**src/rtl/lcd_value_formatter.sv**
```systemverilog
// Converts a 16-bit reading into five ASCII decimal digits (serial double-dabble)
// and writes them as paced single-cycle strobes into an LCD character buffer.
module lcd_value_formatter #(
   parameter logic [4:0]  BASE_ADDR  = 5'd16,
   parameter int unsigned WR_GAP     = 3,
   parameter bit          BLANK_LEAD = 1'b1
) (
   input  logic        clk,
   input  logic        reset,
   input  logic        val_valid,
   input  logic [15:0] val_data,
   output logic        W,
   output logic [4:0]  WADD,
   output logic [7:0]  DIN,
   output logic        busy,
   output logic [1:0]  o_dbg_state
);

   typedef enum logic [1:0] {
      S_IDLE  = 2'd0,
      S_CONV  = 2'd1,
      S_WRITE = 2'd2
   } state_t;

   localparam logic [7:0] GAP = 8'(WR_GAP);

   state_t      r_state;
   logic [19:0] r_bcd;
   logic [15:0] r_bin;
   logic [3:0]  r_cnt;
   logic [2:0]  r_idx;
   logic [7:0]  r_gap;
   logic        r_nz;
   logic        r_pend;
   logic [15:0] r_pend_data;
   logic        r_w;
   logic [4:0]  r_wadd;
   logic [7:0]  r_din;
   logic        r_busy;

   logic [19:0] w_bcd_adj;
   logic [3:0]  w_digit;
   logic        w_blank;
   logic [7:0]  w_char;
   logic        w_restart;
   logic [15:0] w_next_data;
   logic        w_last;

   // Add-3 correction applied to every BCD nibble before the shift.
   always_comb begin
      w_bcd_adj = r_bcd;
      for (int k = 0; k < 5; k++) begin
         if (r_bcd[4*k +: 4] >= 4'd5) begin
            w_bcd_adj[4*k +: 4] = r_bcd[4*k +: 4] + 4'd3;
         end
      end
   end

   always_comb begin
      case (r_idx)
         3'd0:    w_digit = r_bcd[19:16];
         3'd1:    w_digit = r_bcd[15:12];
         3'd2:    w_digit = r_bcd[11:8];
         3'd3:    w_digit = r_bcd[7:4];
         default: w_digit = r_bcd[3:0];
      endcase
   end

   // r_nz remembers whether a non-zero digit was already written; units never blank.
   assign w_blank     = BLANK_LEAD && !r_nz && (w_digit == 4'd0) && (r_idx != 3'd4);
   assign w_char      = w_blank ? 8'h20 : {4'h3, w_digit};
   assign w_restart   = val_valid || r_pend;
   assign w_next_data = val_valid ? val_data : r_pend_data;
   assign w_last      = (r_idx == 3'd5);

   always_ff @(posedge clk or negedge reset) begin
      if (!reset) begin
         r_state     <= S_IDLE;
         r_bcd       <= '0;
         r_bin       <= '0;
         r_cnt       <= '0;
         r_idx       <= '0;
         r_gap       <= '0;
         r_nz        <= 1'b0;
         r_pend      <= 1'b0;
         r_pend_data <= '0;
         r_w         <= 1'b0;
         r_wadd      <= '0;
         r_din       <= '0;
         r_busy      <= 1'b0;
      end else begin
         if (r_state != S_IDLE && val_valid) begin
            r_pend      <= 1'b1;
            r_pend_data <= val_data;
         end
         case (r_state)
            S_IDLE: begin
               r_w <= 1'b0;
               if (val_valid) begin
                  r_bin   <= val_data;
                  r_bcd   <= '0;
                  r_cnt   <= '0;
                  r_busy  <= 1'b1;
                  r_state <= S_CONV;
               end
            end
            S_CONV: begin
               r_w            <= 1'b0;
               {r_bcd, r_bin} <= {w_bcd_adj[18:0], r_bin, 1'b0};
               r_cnt          <= r_cnt + 4'd1;
               if (r_cnt == 4'd15) begin
                  r_idx   <= '0;
                  r_gap   <= '0;
                  r_nz    <= 1'b0;
                  r_state <= S_WRITE;
               end
            end
            S_WRITE: begin
               if (r_gap != 8'd0) begin
                  r_w   <= 1'b0;
                  r_gap <= r_gap - 8'd1;
               end else if (w_last) begin
                  r_w <= 1'b0;
                  // A strobe arriving on this very edge is newer than the pending one.
                  if (w_restart) begin
                     r_bin   <= w_next_data;
                     r_bcd   <= '0;
                     r_cnt   <= '0;
                     r_pend  <= 1'b0;
                     r_state <= S_CONV;
                  end else begin
                     r_busy  <= 1'b0;
                     r_state <= S_IDLE;
                  end
               end else begin
                  r_w    <= 1'b1;
                  r_wadd <= BASE_ADDR + {2'b00, r_idx};
                  r_din  <= w_char;
                  if (w_digit != 4'd0) begin
                     r_nz <= 1'b1;
                  end
                  r_idx  <= r_idx + 3'd1;
                  r_gap  <= (r_idx == 3'd4) ? 8'd0 : GAP;
               end
            end
            default: begin
               r_w     <= 1'b0;
               r_busy  <= 1'b0;
               r_state <= S_IDLE;
            end
         endcase
      end
   end

   assign W           = r_w;
   assign WADD        = r_wadd;
   assign DIN         = r_din;
   assign busy        = r_busy;
   assign o_dbg_state = r_state;

endmodule

```
**config.mk**
```make
export PLATFORM = sky130hd
export DESIGN_NAME = lcd_value_formatter
export DESIGN_NICKNAME = d
export VERILOG_FILES = /design/src/rtl/lcd_value_formatter.sv
export SDC_FILE = /design/constraint.sdc
export NUM_CORES = 1
export LEC_CHECK = 0
export BUFFER_PORTS_ARGS = -buffer_cell sky130_fd_sc_hd__buf_2
export CAP_MARGIN = 20
export CORE_ASPECT_RATIO = 0.5
export CORE_MARGIN = 2
export CORE_UTILIZATION = 51
export DETAILED_ROUTE_END_ITERATION = 10
export PLACE_DENSITY = 0.78
export SLEW_MARGIN = 20
export SYNTH_ARGS = -nofsm -noshare
export SYNTH_HDL_FRONTEND = slang
export SYNTH_SLANG_ARGS = --single-unit
```
**constraint.sdc**
```tcl
create_clock -name clk -period 2.47 [get_ports clk]
set_input_delay 0.3705 -clock clk [delete_from_list [all_inputs] [get_ports clk]]
set_output_delay 0.3705 -clock clk [all_outputs]
set_load 0.05 [all_outputs]
```
# Word level (Yosys, flattened, before mapping)
# Cells that the tools add are included.
dict set report totals {
  regBits 86
  input_bits 19
  output_inout_bits 17
}
dict set report classes {
  add_sub_neg 9
  magnitude_cmp 5
  eq_ne 18
  mux 56
  bitwise_logic 3
  reduce_logical 20
}
# operator n
set ops {}
lappend ops {{$mux W16} 5}
lappend ops {{$mux W20} 4}
lappend ops {{$pmux W20 S3} 1}
lappend ops {{$pmux W16 S3} 1}
lappend ops {{$mux W4} 8}
lappend ops {{$mux W8} 3}
lappend ops {{$ge A4 B3 Y1 const B} 5}
lappend ops {{$mux W1} 17}
lappend ops {{$add A4 B2 Y4 const B} 4}
lappend ops {{$ne A2 B2 Y1 const B} 8}
lappend ops {{$pmux W4 S4} 1}
lappend ops {{$pmux W8 S2} 1}
lappend ops {{$reduce_and A5 Y1} 3}
lappend ops {{$mux W3} 4}
lappend ops {{$pmux W4 S3} 1}
lappend ops {{$mux W2} 5}
lappend ops {{$reduce_and A4 Y1} 2}
lappend ops {{$reduce_bool A8 Y1} 1}
lappend ops {{$sub A8 B1 Y8 const B} 1}
lappend ops {{$eq A3 B2 Y1 const B} 2}
lappend ops {{$eq A3 B3 Y1 const B} 2}
lappend ops {{$ne A3 B3 Y1 const B} 2}
lappend ops {{$pmux W2 S3} 1}
lappend ops {{$pmux W3 S2} 1}
lappend ops {{22 further kinds} 28}

# Logic depth before layout (Yosys ltp)
# Gate-level depths: netlist of run 1.
dict set report logic_depth {
  word_depth 7
  mapped_depth 9
  depth_no_buf 8
}

# Least setup slack after synthesis of run 1
# No wires, ideal clock.
dict set report synth_path {
  kind {register -> register}
  startpoint {reg r_state[0] (netlist: o_dbg_state[0])}
  endpoint {reg r_gap[0]}
  setup_ns 0.118
  arrival_time_ns 2.153
  required_ns 2.352
  slack_ns 0.199
  stages_incl_launch_ff 8
  n_path_buf 1
  cell_sequence {dfrtp_1 > inv_1 > ha_1 > clkbuf_1 > a41oi_1 > nand2_1 > a31o_2 > a21o_1}
}
dict set report synth_via {
  elab_chain_len 3
}
# element line_no
set synth_lines {}
lappend synth_lines {{start, declared} 27} ;# state_t r_state;
lappend synth_lines {{start signal, assigned} 78} ;# r_state <= S_IDLE;
lappend synth_lines {{start signal, assigned} 104} ;# r_state <= S_CONV;
lappend synth_lines {{start signal, assigned} 115} ;# r_state <= S_WRITE;
lappend synth_lines {{$eq A2 B2 Y1 or $eq A2 B1 Y1 (tied branches)} 96} ;# case (r_state)
lappend synth_lines {{$ne A3 B3 Y1 (no source line) (tied with other cells)} -}
lappend synth_lines {{$reduce_and A3 Y1 (no source line)} -}
lappend synth_lines {{end signal, assigned} 121} ;# r_gap <= r_gap - 8'd1;
lappend synth_lines {{end signal, assigned} 143} ;# r_gap <= (r_idx == 3'd4) ? 8'd0 : GAP;
lappend synth_lines {{end, declared} 32} ;# logic [7:0] r_gap;
# Several ways; a longest one is shown, not always the timed one.
# A chain may end at the register's enable or synchronous reset.

# Worst setup path after layout of run 1
dict set report layout_path {
  startpoint {reg r_state[0] (netlist: o_dbg_state[0])}
  endpoint {reg r_bin[12]}
}
dict set report layout_via {
  elab_chain_len 3
}
# element line_no
set layout_lines {}
lappend layout_lines {{$eq A2 B2 Y1 (tied with other cells)} 96}
lappend layout_lines {{$ne A2 B2 Y1 (no source line) or $reduce_bool A3 Y1 (tied branches)} -}
lappend layout_lines {{$reduce_and A5 Y1 (no source line)} -}
lappend layout_lines {{end signal, assigned} 100} ;# r_bin <= val_data;
lappend layout_lines {{end signal, assigned} 109} ;# {r_bcd, r_bin} <= {w_bcd_adj[18:0], r_bin, 1'b0};
lappend layout_lines {{end signal, assigned} 126} ;# r_bin <= w_next_data;
lappend layout_lines {{end, declared} 29} ;# logic [15:0] r_bin;
# Several ways; a longest one is shown, not always the timed one.

==> results of run 1 <==
==> path summary, 6_finish.rpt <==
path	to	cells past startpoint
setup / recovery	r_bin[12]$_DFFE_PN0P_	7
hold / removal	r_gap[7]$_DFFE_PN0P_	1
setup reg to reg	r_bin[12]$_DFFE_PN0P_	7
hold reg to reg	DIN[2]$_DFFE_PN0P_	2
max in group asynchronous	r_pend_data[10]$_DFFE_PN0P_	2
min in group clk	r_pend_data[1]$_DFFE_PN0P_	2
==> critical path: stages, from the launching register on <==
cell and delay [ns]:
dfrtp_1 0.44, inv_1 0.11, ha_1 0.18, inv_1 0.11, nor2_1 0.82, a22o_1 0.24
a221oi_1 0.07, nor2_1 0.13
==> routing by layer <==
metal	GRT usage, %	vias up	routed length (um)
li1	-	1654	-
met1	29.43	1690	4465
met2	34.17	95	4296
met3	4.938	15	496
met4	7.755	0	159
met5	0	-	0
==> report_power, final <==
| part | internal (mW) | leakage, nW | switching, mW | total (mW) |
|---|---|---|---|---|
| logic | 1.07 | 1.07 | 1.71 | 2.78 |
| registers | 1.77 | 1.05 | 0.301 | 2.07 |
| clock network | 0.806 | 0.136 | 0.515 | 1.32 |
==> stage by stage <==
stage	power [mW]	worst slack [ns]
finish	6.172	0.2847
detailed placement	4.869	0.2718
global placement	4.795	0.3810
CTS	6.204	0.2487
floorplan	4.160	0.1989
global route	6.630	0.06473
==> cell families after synthesis <==
group                    Yosys count
AO/OA/AOI/OAI                    115
adder cells (fa/ha/maj)           23
AND/OR/NAND/NOR                  136
buffers and inverters             54
other                              1
flip-flops                        82
multiplexers                      23
XOR/XNOR                          14
==> cell type report <==
type                    count  area (sq um)  area share (%)
repair buffers             45         285.3           5.669
multi-input cells         314          2151           42.74
flip-flops and latches     82          2052           40.78
clock inverters             2         37.54          0.7459
clock buffers              13         250.2           4.973
inverters                  26         110.1           2.188
well taps                 117         146.4           2.909
==> cells in the mapped netlist (all sizes together) (7+ instances only) <==
library cell	n
a31oi	8
dfrtp	82
mux2	17
nand3	14
a22o	16
and2	7
clkbuf	10
nand2b	7
a221oi	16
o21ai	33
ha	23
inv	25
xor2	8
nor2	45
buf	18
nand2	43
==> flip-flops by register name, indices dropped and copies added (netlist names) <==
signal       cells
DIN              6
W                1
WADD             3
busy             1
o_dbg_state      2
r_bcd           20
r_bin           16
r_cnt            4
r_gap            8
r_idx            3
r_nz             1
r_pend           1
r_pend_data     16
==> flow_summary.json, run 1 <==
{
  "fin_cells": 599,
  "slew_headroom_pct": 28.27,
  "clk_pin_slew_ns": 0.06,
  "synth_fa_ha_area_share_pct": 6.462,
  "core_sq_um": 8588,
  "rrSetupSlack_ns": 0.28,
  "crit_required_ns": 2.73,
  "path_max_fanout": 15,
  "cp-end-kind": "flop",
  "ys.flop_type": "dfrtp_1",
  "cts.sinks": 82,
  "leakagePower_nw": 2.252,
  "wl_per_cell_um": 15.72,
  "grt_max_degree": 47,
  "path_class": "flop to flop",
  "rsz0062_at_grt": "no",
  "cp_data_arrival_time_ns": 2.45,
  "drv_slew": 0,
  "synthTopCellsByArea": "dfrtp_1, ha_1, mux2_2",
  "worst_pin_slew_ns": 1.072,
  "synth_compound_area_share_pct": 18.83,
  "root_buffer": "clkbuf_16",
  "first_iter_violations": 212,
  "critPathLaunchType": "flop",
  "min_period_over_period_pct": 88.47,
  "dieHeight_um": 70.08,
  "setup-tns-final_ns": 0,
  "finalHoldViolations": 6,
  "start_util_pct": 51.85,
  "synth_cells": 448,
  "final_core_util_pct": 58.60,
  "dp_cells": 584,
  "dr.pass1.iters": 5,
  "grt_pass1_wl_mm": 16.21,
  "final_common_cell": "dfrtp_1",
  "post_cts_resized": 0,
  "placed_area_sq_um": 4745,
  "fin_crit_ns": 2.185,
  "fin_worst_skew_ns": 0.006158,
  "yosysSeqAreaShare_pct": 46.08,
  "maxCapViolCount": 0,
  "diodes": 0,
  "die_area_sq_um": 9540,
  "yosys.area.top_type_share_pct": 46.08,
  "muxShareOfSynthArea_pct": 5.648,
  "nets": 520,
  "synth_xor_area_share_pct": 2.754,
  "grt_pass1_vias": 3398,
  "ys_ff_latch": 82,
  "maxClockFrequency_mhz": 457.6,
  "final_area_sq_um": 5032,
  "worstReg2RegStart": "o_dbg_state[0]$_DFFE_PN0P_",
  "ioPinCount": 36,
  "place.gp.congestion": 0.8853,
  "drcViolationCount": 0,
  "synth_top_family_by_area": "compound AO/OA/AOI/OAI gates",
  "yosys.area.top_type": "dfrtp_1",
  "cts_tree": "done",
  "synth_edf_count": 0,
  "groute.usage.overall_pct": 21.65,
  "port_buffers": 32,
  "critPathLaunch": "o_dbg_state[0]$_DFFE_PN0P_",
  "synth_warnings": 0,
  "antenna_found_initial": 0,
  "hold_buffers": 0,
  "wirelength_mm": 9.418,
  "grt-ovfl-total": 0,
  "hp-class": "input pin to asynchronous set/reset pin",
  "synth_area_per_cell_sq_um": 9.940,
  "powerDensity_nw_per_um2": 1227,
  "final_cell_mix": "dfrtp_1, nor2_1, nand2_1",
  "die_w_um": 136.1,
  "htree_levels": 3,
  "vias": 3454,
  "synth_area_sq_um": 4453,
  "setup_viol": 0,
  "violations": "hold timing",
  "status": "complete, but fails checks",
  "area_growth_pct": 13.01,
  "fillers": 757,
  "ys_types": 55,
  "fin_hold_ws_ns": -0.009950,
  "synth-simple-area-share_pct": 14.36,
  "dpl.hpwl_mm": 6.264,
  "final_layout_size_suffix_gt1_share_pct": 18.26,
  "clk-insertion-delay-late_ns": 0.34,
  "cts-buffers-inserted": 9,
  "ant_nets": 0,
  "cts_setup_buffers": 0,
  "viasPerCell": 5.766,
  "synth-async-reset-ratio_pct": 100.0,
  "vdd.ir_drop.worst_uv": 624.4,
  "placementRows": 24,
  "clock_path_buffers": 2
}
No activity file was read; power rests on OpenSTA's default activity.
==> run 2, diff against run 1 <==
- PLACE_DENSITY: 0.78 -> not set
- PLACE_DENSITY_LB_ADDON: not set -> 0.25
- SETUP_SLACK_MARGIN: not set -> 0.15
- clock period: 2.47 -> 2.63 ns (I/O delays scaled with it)
==> run 2 against run 1 <==
The flow now finishes without violations. Hold slack gained 0.065 ns. First-iteration DRC count down 11%. Die area is the same. Core utilization up 0.50 points. Clock power up 5%. Global-route usage grew 0.11 points. Final area is 0.85% higher. Critical path depth up 1. Cell count shrank 0.17%. Maximum frequency fell by 2.0%. Sequential cell count unchanged. Critical endpoint is now r_nz$_DFFE_PN0P_. Largest cell class unchanged.
==> flow_summary.json, run 2 (synthesized netlist as in run 1, its figures left out) <==
{
  "largest_reg_flops": 20,
  "hp-class": "input pin to asynchronous set/reset pin",
  "cts_tree": "done",
  "diodes": 0,
  "start_util_pct": 51.85,
  "slowest_delay_ns": 0.64,
  "r2r_end": "r_nz$_DFFE_PN0P_",
  "critPathLaunchType": "flop",
  "cts-buffers-inserted": 9,
  "htree_levels": 3,
  "power_mw": 5.973,
  "port_buffers": 32,
  "maxClockFrequency_mhz": 448.3,
  "top_regs": "r_bcd x20, r_bin x16, r_pend_data x16",
  "cp-end-kind": "flop",
  "powerDensity_nw_per_um2": 1177,
  "ioPinCount": 36,
  "fin_hold_ws_ns": 0.05552,
  "cp_num_buf_inv": 2,
  "status": "complete, no violations",
  "root_buffer": "clkbuf_16",
  "final_layout_size_suffix_gt1_share_pct": 18.71,
  "swShare_pct": 40.32,
  "setup_viol": 0,
  "crit_slowest_cell": "or3_1",
  "p_seq_share_pct": 32.5,
  "crit_family": "simple AND/OR/NAND/NOR gates",
  "pre_cts_slack_ns": 0.3817,
  "post_cts_resized": 0,
  "p_int_mw": 3.565,
  "worst_pin_slew_ns": 0.6650,
  "viasPerCell": 5.595,
  "die_area_sq_um": 9540,
  "dieHeight_um": 70.08,
  "regMostFlops": "r_bcd",
  "grt_pass1_wl_mm": 16.15,
  "die_w_um": 136.1,
  "r2r_cells": 8,
  "crit_required_ns": 2.87,
  "wirelength_mm": 9.349,
  "crit_cells": 8,
  "grt-ovfl-total": 0,
  "drcViolationCount": 0,
  "place.gp.congestion": 0.7763,
  "p_sw_mw": 2.409,
  "leakagePower_nw": 2.275,
  "cts_setup_buffers": 0,
  "clk_pin_slew_ns": 0.06,
  "dr.pass1.iters": 4,
  "min_period_over_period_pct": 84.82,
  "final_common_cell": "dfrtp_1",
  "grt_max_degree": 46,
  "antenna_found_initial": 0,
  "core_sq_um": 8588,
  "grt_pass1_vias": 3243,
  "clock_path_buffers": 2,
  "groute.usage.overall_pct": 21.76,
  "slew_headroom_pct": 55.62,
  "critPathCapture": "r_nz$_DFFE_PN0P_",
  "fin_worst_skew_ns": 0.006080,
  "maxCapViolCount": 0,
  "dpl.hpwl_mm": 6.218,
  "critPathLaunch": "r_gap[0]$_DFFE_PN0P_",
  "hold_buffers": 0,
  "crit_chain": "inv_1, ha_1, nor4b_4, nand2_2, or3_1, clkinv_8, o21ai_2, a222oi_1",
  "rrSetupSlack_ns": 0.40,
  "vias": 3346,
  "final_cell_mix": "dfrtp_1, nor2_1, nand2_1",
  "path_class": "flop to flop",
  "drv_slew": 0,
  "p_clk_share_pct": 23.2,
  "first_iter_violations": 188,
  "pwr-share-comb_pct": 44.3,
  "cts.sinks": 82,
  "cp_data_arrival_time_ns": 2.47,
  "path_max_fanout": 17,
  "setup-tns-final_ns": 0,
  "placementRows": 24,
  "nets": 518,
  "clk-insertion-delay-late_ns": 0.34,
  "wl_per_cell_um": 15.63,
  "fin_crit_ns": 2.231,
  "worst_slack_ns": 0.3993,
  "ant_nets": 0,
  "area_growth_pct": 13.96,
  "rsz0062_at_grt": "no",
  "vdd.ir_drop.worst_uv": 658.3,
  "worstReg2RegStart": "r_gap[0]$_DFFE_PN0P_",
  "finalHoldViolations": 0
}
==> run 2: changes by cell type in the layout (fill, tap and decap cells not counted), sizes merged <==
cell,change
bufinv,+1
clkinv,+2
clkinvlp,-1
buf,-2
clkbuf,-1
==> run 2: power by group through the flow <==
stage | Clock, mW | Sequential (mW) | Combinational, mW
after floorplan | 0 | 2.07 | 1.84
after global placement | 0 | 1.95 | 2.60
after detailed placement | 0 | 1.95 | 2.65
after CTS | 1.40 | 1.94 | 2.66
after global routing | 1.46 | 1.99 | 2.96
final | 1.39 | 1.94 | 2.65
==> run 2: stage by stage <==
| step | std cells | instance area, sq um | utilization [%] |
|---|---|---|---|
| 4_1_cts | 598 | 5072 | 59.06 |
| 5_1_grt | 598 | 5075 | 59.09 |
| 6_report | 598 | 5075 | 59.09 |
| 2_1_floorplan | 450 | 4461 | - |
| 3_5_place_dp | 582 | 4742 | 55.22 |
| 3_3_place_gp | 582 | 4742 | 55.22 |
==> run 2: worst min-delay path by stage <==
stage / to
floorplan: DIN[0]$_DFFE_PN0P_
global placement: r_gap[5]$_DFFE_PN0P_
detailed placement: r_nz$_DFFE_PN0P_
CTS: r_gap[5]$_DFFE_PN0P_
global route: r_gap[7]$_DFFE_PN0P_
finish: r_gap[7]$_DFFE_PN0P_
==> run 2: cell type report <==
| cell class | instances | area, sq um |
|---|---|---|
| clock buffers | 12 | 256.5 |
| inverters | 26 | 110.1 |
| multi-input cells | 314 | 2153 |
| well taps | 117 | 146.4 |
| flip-flops and latches | 82 | 2052 |
| repair buffers | 43 | 282.8 |
| clock inverters | 4 | 73.82 |
| fillers | 760 | 3513 |
==> run 2: layer usage <==
layer	GRT usage (%)	wire [um]	vias up
li1	-	-	1647
met5	0	0	-
met1	31.74	4862	1616
met3	5.810	410	12
met2	31.94	3953	71
met4	6.134	122	0
